===== config.mk =====
export PLATFORM = sky130hd
export DESIGN_NAME = sine_phase_gen
export DESIGN_NICKNAME = d
export VERILOG_FILES = /design/src/rtl/sine_pkg.sv /design/src/rtl/sine_quarter_rom.sv /design/src/rtl/sine_phase_gen.sv
export SDC_FILE = /design/constraint.sdc
export NUM_CORES = 1
export LEC_CHECK = 0
export CORE_AREA = 2 2 103 105
export DETAILED_ROUTE_END_ITERATION = 10
export DIE_AREA = 0 0 105 107
export PLACE_DENSITY = 0.71
export SLEW_MARGIN = 20
export SYNTH_ARGS = -nofsm -noshare
export SYNTH_HDL_FRONTEND = slang
export SYNTH_HIERARCHICAL = 1
export SYNTH_SLANG_ARGS = --single-unit
export TNS_END_PERCENT = 10

===== constraint.sdc =====
create_clock -name clk -period 2.7 [get_ports clk]
set_input_delay 0.54 -clock clk [delete_from_list [all_inputs] [get_ports clk]]
set_output_delay 0.54 -clock clk [all_outputs]
set_load 0.02 [all_outputs]

===== src/rtl/sine_pkg.sv =====
// Shared constants, quadrant encoding and quarter-wave ROM contents for sine_phase_gen.
package sine_pkg;

  localparam int unsigned PHASE_W    = 24;
  localparam int unsigned LUT_ADDR_W = 7;
  localparam int unsigned OUT_W      = 10;
  localparam int unsigned MIDSCALE   = 2 ** (OUT_W - 1);

  typedef enum logic [1:0] {
    Q0 = 2'd0,
    Q1 = 2'd1,
    Q2 = 2'd2,
    Q3 = 2'd3
  } quad_t;

  // round(511*sin(pi/2*(k+0.5)/2^addr_w)); Taylor series keeps it a plain constant function
  function automatic int sine_q(input int k, input int addr_w);
    real x;
    real term;
    real sum;
    x    = 3.14159265358979323846 / 2.0 * (real'(k) + 0.5) / real'(2 ** addr_w);
    term = x;
    sum  = x;
    for (int i = 1; i < 12; i++) begin
      term = -term * x * x / real'((2 * i) * (2 * i + 1));
      sum  = sum + term;
    end
    return $rtoi(511.0 * sum + 0.5);
  endfunction

endpackage


===== src/rtl/sine_quarter_rom.sv =====
// Synchronous-read quarter-wave sine ROM, contents computed at elaboration.
module sine_quarter_rom #(
  parameter int unsigned ADDR_W = 7,
  parameter int unsigned DATA_W = 9
) (
  input  logic              clk,
  input  logic              rst,
  input  logic              rd_en,
  input  logic [ADDR_W-1:0] addr,
  output logic [DATA_W-1:0] data
);
  import sine_pkg::*;

  localparam int unsigned DEPTH = 2 ** ADDR_W;

  logic [DATA_W-1:0] rom [DEPTH];
  logic [DATA_W-1:0] data_d;
  logic [DATA_W-1:0] data_q;

  for (genvar k = 0; k < DEPTH; k++) begin : g_rom
    assign rom[k] = DATA_W'(sine_q(k, int'(ADDR_W)));
  end

  always_comb begin
    data_d = data_q;
    if (rd_en) begin
      data_d = rom[addr];
    end
  end

  always_ff @(posedge clk or posedge rst) begin
    if (rst) begin
      data_q <= '0;
    end else begin
      data_q <= data_d;
    end
  end

  assign data = data_q;

endmodule


===== src/rtl/sine_phase_gen.sv =====
// Phase accumulator + quarter-wave fold + sign stage producing offset-binary sine
// samples over a valid/ready handshake.
module sine_phase_gen #(
  parameter int unsigned PHASE_W    = sine_pkg::PHASE_W,
  parameter int unsigned LUT_ADDR_W = sine_pkg::LUT_ADDR_W,
  parameter int unsigned OUT_W      = sine_pkg::OUT_W
) (
  input  logic               clk,
  input  logic               rst,
  input  logic               en,
  input  logic [PHASE_W-1:0] phase_inc,
  output logic [OUT_W-1:0]   sample,
  output logic               sample_valid,
  input  logic               sample_ready
);
  import sine_pkg::*;

  localparam int unsigned Q_W = OUT_W - 1;

  logic                  advance_c;
  logic [PHASE_W-1:0]    phase_q, phase_d;
  logic [PHASE_W-1:0]    s1_phase_q, s1_phase_d;
  logic                  s1_valid_q, s1_valid_d;
  logic                  s2_valid_q, s2_valid_d;
  quad_t                 quad_q, quad_d;
  quad_t                 quad_c;
  logic [LUT_ADDR_W-1:0] rom_addr_c;
  logic [Q_W-1:0]        rom_data;
  logic [OUT_W-1:0]      sample_q, sample_d;
  logic                  sample_valid_q, sample_valid_d;

  assign advance_c = !sample_valid_q || sample_ready;

  sine_quarter_rom #(
    .ADDR_W (LUT_ADDR_W),
    .DATA_W (Q_W)
  ) u_rom (
    .clk   (clk),
    .rst   (rst),
    .rd_en (advance_c),
    .addr  (rom_addr_c),
    .data  (rom_data)
  );

  // Odd quadrants run the quarter wave backwards; half-sample offset makes ~addr exact
  always_comb begin
    quad_c     = quad_t'(s1_phase_q[PHASE_W-1 -: 2]);
    rom_addr_c = s1_phase_q[PHASE_W-3 -: LUT_ADDR_W];
    if (quad_c == Q1 || quad_c == Q3) begin
      rom_addr_c = ~rom_addr_c;
    end
  end

  always_comb begin
    phase_d        = phase_q;
    s1_phase_d     = s1_phase_q;
    s1_valid_d     = s1_valid_q;
    s2_valid_d     = s2_valid_q;
    quad_d         = quad_q;
    sample_d       = sample_q;
    sample_valid_d = sample_valid_q;
    if (advance_c) begin
      if (en) begin
        s1_phase_d = phase_q;
        phase_d    = phase_q + phase_inc;
      end
      s1_valid_d     = en;
      quad_d         = quad_c;
      s2_valid_d     = s1_valid_q;
      sample_valid_d = s2_valid_q;
      // Bubbles leave the last real sample on the pins
      if (s2_valid_q) begin
        if (quad_q == Q2 || quad_q == Q3) begin
          sample_d = OUT_W'(MIDSCALE - 1) - OUT_W'(rom_data);
        end else begin
          sample_d = OUT_W'(MIDSCALE) + OUT_W'(rom_data);
        end
      end
    end
  end

  always_ff @(posedge clk or posedge rst) begin
    if (rst) begin
      phase_q        <= '0;
      s1_phase_q     <= '0;
      s1_valid_q     <= 1'b0;
      s2_valid_q     <= 1'b0;
      quad_q         <= Q0;
      sample_q       <= OUT_W'(MIDSCALE);
      sample_valid_q <= 1'b0;
    end else begin
      phase_q        <= phase_d;
      s1_phase_q     <= s1_phase_d;
      s1_valid_q     <= s1_valid_d;
      s2_valid_q     <= s2_valid_d;
      quad_q         <= quad_d;
      sample_q       <= sample_d;
      sample_valid_q <= sample_valid_d;
    end
  end

  assign sample       = sample_q;
  assign sample_valid = sample_valid_q;

endmodule

==> results of run 1 <==
[state kept, by name, summed over array words and instances, names as in the netlist]
name and cells:
quad_q 1, u_rom/data 9, phase_q 24, s1_valid_q 1
s2_valid_q 1, sample_valid 1, sample 10, s1_phase_q 9
[cell usage in the layout, fill, tap and decap left out, types with 5 or more instances in the layout]
cell	n
nand2_1	111
buf_4	60
dfrtp_1	55
o21ai_0	48
a21oi_1	38
clkdlybuf4s50_1	38
ha_1	34
nor2_1	30
xnor2_1	18
a21o_1	12
inv_1	12
o211ai_1	11
xor2_1	10
nor3_1	10
nand4_1	9
nor2b_1	9
nand2b_1	8
a31oi_1	8
nand3_1	6
a211oi_1	5
o21bai_1	5
o31ai_1	5
clkbuf_8	5
[through the flow]
step	worst slack, ns	utilization
finish	0.0881	0.586
global route	-0.0192	0.586
CTS	0.0210	0.581
detailed placement	-0.295	0.572
global placement	-0.264	0.572
floorplan	0.0231	-
[synthesized netlist by cell type (5+ instances only)]
cell type  count
nor3_1        10
a211oi_1       6
xor2_1        16
nand2_1      111
nand3_1        6
inv_1         13
a21oi_1       39
o211ai_1      11
ha_1          35
o21ai_0       48
nor2b_1        9
nand2b_1       8
buf_2         13
xnor2_1       18
o21bai_1       5
nor2_1        30
nand4_1        9
clkbuf_1      25
a31oi_1        8
dfrtp_1       55
o31ai_1        5
a21o_1        12
[worst min-delay path by stage]
stage                     end  slack [ns]  depth (start not counted)
2_1_floorplan   u_rom/data[0]        0.37                          1
3_3_place_gp       phase_q[0]        0.46                          2
3_5_place_dp   s1_phase_q[23]        0.46                          2
4_1_cts             sample[0]        0.49                          2
5_1_grt             sample[6]        0.52                          2
6_report            sample[0]        0.49                          2
[worst max-delay path: cells and delay by family (launching register included)]
family | cells | cell delay, ns
AO/OA/AOI/OAI | 3 | 0.61
XOR/XNOR | 1 | 0.20
buffers and inverters | 1 | 0.07
flip-flops | 1 | 0.46
multiplexers | 1 | 0.46
adder cells (fa/ha/maj) | 1 | 0.44
AND/OR/NAND/NOR | 1 | 0.26
[per-layer routing]
layer / global-route usage / share of wire / wire, µm / vias up
met1: 0.296 / 0.44 / 5500 / 2188
met2: 0.401 / 0.49 / 6170 / 148
met4: 0.0590 / 0.016 / 205 / 0
met3: 0.0286 / 0.057 / 716 / 19
met5: 0 / 0 / 0 / -
li1: - / - / - / 2298
[cell families after synthesis]
family	Yosys count	synth area share
AOI/OAI and AO/OA	195	0.273
adders and majority gates	36	0.0929
xor gates and xnor gates	34	0.0604
DFF	56	0.285
buffers and inverters	61	0.0566
muxes	11	0.0333
and+or+nand+nor	212	0.200
[layout make-up]
| class | count | area [µm²] | share of cell area |
|---|---|---|---|
| clock buffers | 5 | 68.8 | 0.0116 |
| repair buffers | 100 | 871 | 0.147 |
| well taps | 136 | 170 | 0.0288 |
| clock inverters | 3 | 21.3 | 0.00359 |
| inverters | 15 | 56.3 | 0.00951 |
| flip-flops and latches | 56 | 1400 | 0.237 |
| multi-input cells | 488 | 3330 | 0.562 |
[repair_timing]
action / CTS / global route
setup endpoints to repair: 0 / 5
buffers inserted: 0 / 5
hold endpoints to repair: 0 / 0
resized for setup: 0 / 4
==> key figures, run 1 <==
Status
  – Status: completed

Logic synthesis
  – Synth area leader: dfrtp_1
  – Gate Count Post-Synth: 605
  – Syn Std Cell Area: 0.00493 mm²
  – Sequential cell area fraction in the yosys report: 0.285
  – EDFF count, synth: 0
  – Syn nets: 669
  – Post-synth top area share: 0.279
  – FF+latch count, synth: 56
  – Primary FF master, synth: dfrtp_1
  – Synthesis Warnings: 6
  – Top cells by area, synth: dfrtp_1 28%, ha_1 8.9%, nand2_1 8.5%
  – Synth unique cells: 73
  – Post-synth ARST share: 1.00
  – Syn_area_per_cell: 8.15 µm²

CTS
  – Clock sink count: 56
  – Clock tree buffer depth: 2
  – Root Driver: clkbuf_8
  – Reg clk slew, reported paths: 0.10 ns
  – Worst skew pair latency: 0.31 ns
  – Hold_buf cts: 0
  – H-tree depth: 2
  – CTS tree: built
  – Num CTS Buffers: 5

STA
  – Crit path time final: 2.61 ns
  – Max Clk Rate: 383 MHz
  – Final Hold Fails: 0
  – Setup TNS: 0 ns
  – Clock Skew: 0.0172 ns
  – Worst-margin pin slew: 0.555 ns
  – Period utilisation layout: 0.967
  – Fin Hold WS: 0.494 ns
  – Max-slew violation count: 0
  – Final setup viols: 0
  – Relative slew slack: 0.630

Critical path
  – CP Cell Sequence: xor2_2 -> inv_1 -> ha_1 -> nand2b_1 -> a21boi_0 -> mux4_2 -> o21ai_0 -> a211oi_1
  – Reg-to-Reg Start: s1_phase_q[22]
  – Startpoint types: flip-flop
  – Crit end category: flip-flop
  – Register-to-Register Path Depth: 8
  – Slowest-stage cell, CP: dfrtp_1
  – Worst Setup EP: u_rom/data[3]
  – RR Endpoint: u_rom/data[3]
  – Max incr delay on CP: 0.46 ns
  – Data arrival time of the critical path: 2.80 ns
  – Worst Path Max Fanout: 10
  – Critical path class: reg -> reg
  – Worst R2R Setup Slack: 0.09 ns
  – Critical path origin: s1_phase_q[22]
  – Required @ worst endpoint: 2.89 ns

Run
  – Max-Cap Viols: 0

Routing
  – Post-route ant nets: 0
  – Drt pass-1 iters: 4
  – Via/cell ratio: 5.79
  – DRC errors left: 0
  – Initial DRC count: 222
  – Wirelength per Cell: 15.7 µm
  – Post-Route WL: 12600 µm
  – Total number of vias: 4653

GRT
  – GRT Util Overall: 0.228
  – GRT overflow: 0
  – Vias in the first global route: 4460
  – Initial antenna violation count: 0
  – Largest net degree at the start of global routing: 37
  – Global-route wire length before repair: 21100 µm

Min path
  – Min-delay src: sample[0]
  – Worst hold path class: reg -> reg

Final layout
  – Design area: 0.00592 mm²
  – Ant. Diodes: 0
  – Filler cell count: 947
  – Final #Nets: 730
  – Non-Filler Instances: 803
  – Area grow syn2layout: 20.1%
  – Share of layout cells above drive strength 1: 0.157

Floorplanning
  – Row Count: 37
  – Core area: 0.0101 mm²
  – Die Width: 105 µm
  – Starting Density: 0.488
  – Die Ht: 107 µm
  – IO Pins: 39
  – Die area: 0.0112 mm²

Placement
  – GP Congestion: 0.944
  – I/O Buffers: 38
  – Area post-placement: 0.00578 mm²
  – Placed instance count: 790
  – HPWL Detailed: 9550 µm
Power of run 1 is not shown: default switching activity piles up to over one toggle a cycle in this logic, so the estimate is an artifact.
==> run 2, diff against run 1 <==
GPL_TIMING_DRIVEN = 0   (was default)
HOLD_SLACK_MARGIN = 0.02   (was default)
==> key figures, run 2 (synthesis gave the netlist of run 1 again) <==
Routing
  – Via/cell ratio: 6.05 (was 5.79)
  – Post-Route WL: 14000 µm (was 12600 µm)
  – Drt pass-1 iters: 5 (was 4)
  – Post-route ant nets: 0 (unchanged)
  – Initial DRC count: 257 (was 222)
  – Wirelength per Cell: 17.7 µm (was 15.7 µm)
  – DRC errors left: 0 (unchanged)
  – Total number of vias: 4798 (was 4653)

Critical path
  – Worst path bufs/invs: 2 (was 1)
  – Required @ worst endpoint: 2.95 ns (was 2.89 ns)
  – Critical path class: reg -> reg (unchanged)
  – CP Cell Sequence: xor2_4 -> buf_6 -> inv_1 -> ha_2 -> nor3b_2 -> a21oi_1 -> a2111oi_2 -> mux2_2 -> a311o_1 (was xor2_2 -> inv_1 -> ha_1 -> nand2b_1 -> a21boi_0 -> mux4_2 -> o21ai_0 -> a211oi_1)
  – Worst path top cell family by delay: compound AO/OA/AOI/OAI gates (unchanged)
  – Worst Path Max Fanout: 10 (unchanged)
  – Startpoint types: flip-flop (unchanged)
  – Data arrival time of the critical path: 2.97 ns (was 2.80 ns)
  – Slowest-stage cell, CP: a2111oi_2 (was dfrtp_1)
  – Max incr delay on CP: 0.51 ns (was 0.46 ns)
  – Crit end category: flip-flop (unchanged)

Final layout
  – Area grow syn2layout: 16.9% (was 20.1%)
  – Reg with most FFs: phase_q (unchanged)
  – Non-Filler Instances: 793 (was 803)
  – Final #Nets: 720 (was 730)
  – Max FFs per register: 24 (unchanged)
  – Ant. Diodes: 0 (unchanged)
  – Share of layout cells above drive strength 1: 0.120 (was 0.157)
  – Design area: 0.00576 mm² (was 0.00592 mm²)
  – Commonest non-fill, non-tap cell in the layout: nand2_1 (unchanged)
  – Commonest cells after routing, fill and taps aside: 111 x nand2_1, 54 x dfrtp_1, 46 x o21ai_0 (was 111 x nand2_1, 60 x buf_4, 55 x dfrtp_1)

STA
  – Max-slew violation count: 0 (unchanged)
  – Crit path time final: 2.72 ns (was 2.61 ns)
  – Final Hold Fails: 0 (unchanged)
  – Period utilisation layout: 1.01 (was 0.967)
  – Final setup viols: 3 (was 0)
  – Clock Skew: 0.0154 ns (was 0.0172 ns)
  – Relative slew slack: 0.579 (was 0.630)
  – Worst-margin pin slew: 0.631 ns (was 0.555 ns)
  – Unrepaired setup endpoints after global routing: yes
  – Setup TNS: -0.0560 ns (was 0 ns)
  – Fin Hold WS: 0.490 ns (was 0.494 ns)
  – Final worst setup slack: -0.0246 ns (was 0.0881 ns)
  – Max Clk Rate: 367 MHz (was 383 MHz)

Floorplanning
  – Starting Density: 0.488 (unchanged)
  – IO Pins: 39 (unchanged)
  – Die area: 0.0112 mm² (unchanged)
  – Die Width: 105 µm (unchanged)
  – Die Ht: 107 µm (unchanged)
  – Row Count: 37 (unchanged)
  – Core area: 0.0101 mm² (unchanged)

Placement
  – I/O Buffers: 38 (unchanged)
  – Area post-placement: 0.00552 mm² (was 0.00578 mm²)
  – Placed instance count: 780 (was 790)
  – GP Congestion: 0.961 (was 0.944)
  – HPWL Detailed: 10500 µm (was 9550 µm)

CTS
  – Clock tree buffer depth: 2 (unchanged)
  – H-tree depth: 2 (unchanged)
  – Clock sink count: 56 (unchanged)
  – Worst skew pair latency: 0.31 ns (about the same)
  – Num CTS Buffers: 5 (unchanged)
  – Reg clk slew, reported paths: 0.12 ns (was 0.10 ns)
  – Root Driver: clkbuf_8 (unchanged)
  – CTS tree: built (unchanged)

GRT
  – Global-route wire length before repair: 23200 µm (was 21100 µm)
  – Initial antenna violation count: 0 (unchanged)
  – Largest net degree at the start of global routing: 26 (was 37)
  – Vias in the first global route: 4803 (was 4460)
  – GRT overflow: 0 (unchanged)
  – GRT Util Overall: 0.255 (was 0.228)

Min path
  – Worst hold path class: reg -> reg (unchanged)

Status
  – Status: complete, but fails checks (was completed)
  – Failing checks: setup timing

Run
  – Max-Cap Viols: 0 (unchanged)
## run 2: cell types whose count changed in the layout (fill, tap and decap cells not counted), sizes merged
cell      previous run  this run
inv                 15        13
clkbuf               5        30
buf                 62        27
clkinvlp             1         3
## run 2: through the flow
| step | setup slack, ns | util |
|---|---|---|
| 6_report | -0.0246 | 0.571 |
| 5_1_grt | -0.0850 | 0.571 |
| 4_1_cts | 0.00691 | 0.567 |
| 3_5_place_dp | -0.811 | 0.546 |
| 3_3_place_gp | -0.873 | 0.545 |
| 2_1_floorplan | 0.0231 | - |
## run 2: layout make-up
| class | instances | area [µm²] |
|---|---|---|
| clock inverter | 3 | 23.8 |
| clock buffer | 5 | 68.8 |
| sequential | 56 | 1400 |
| multi-input combinational | 488 | 3350 |
| timing repair buffer | 46 | 453 |
| fill | 1002 | 4330 |
| tap | 136 | 170 |
| buffer | 44 | 230 |
| inverter | 15 | 60.1 |
## run 2: worst reg2reg max path: cells and delay by family, from the launching register on
kind,cells,cell delay [ns]
AOI/OAI and AO/OA,3,0.72
DFF,1,0.50
adders and majority gates,1,0.39
buffers and inverters,2,0.36
muxes,1,0.26
and+or+nand+nor,1,0.25
xor gates and xnor gates,1,0.18
## run 2: final timing paths
path                       slack, ns            from              to  cells after the start
setup / recovery               -0.02  s1_phase_q[22]   u_rom/data[0]                      9
setup reg to reg               -0.02  s1_phase_q[22]   u_rom/data[0]                      9
min in group asynchronous       0.52             rst   u_rom/data[4]                      2
hold reg to reg                 0.49       sample[5]       sample[5]                      2
hold / removal                  0.49       sample[5]       sample[5]                      2
max in group asynchronous       1.56             rst  s1_phase_q[22]                      3
## run 2: layer usage
metal,vias to the layer above,GRT usage,share of wire
met5,-,0,0
met4,0,0.0867,0.027
met3,34,0.0316,0.063
met2,190,0.449,0.49
met1,2286,0.322,0.42
li1,2288,-,-
## run 2: repair_timing
action                                  CTS  global route
resized for setup                        17            11
endpoints found under the setup margin   11            14
hold buffers                              0             0
pin swaps                                 5             1
setup buffers                             7             0
Power of run 2 is left out for the same reason.
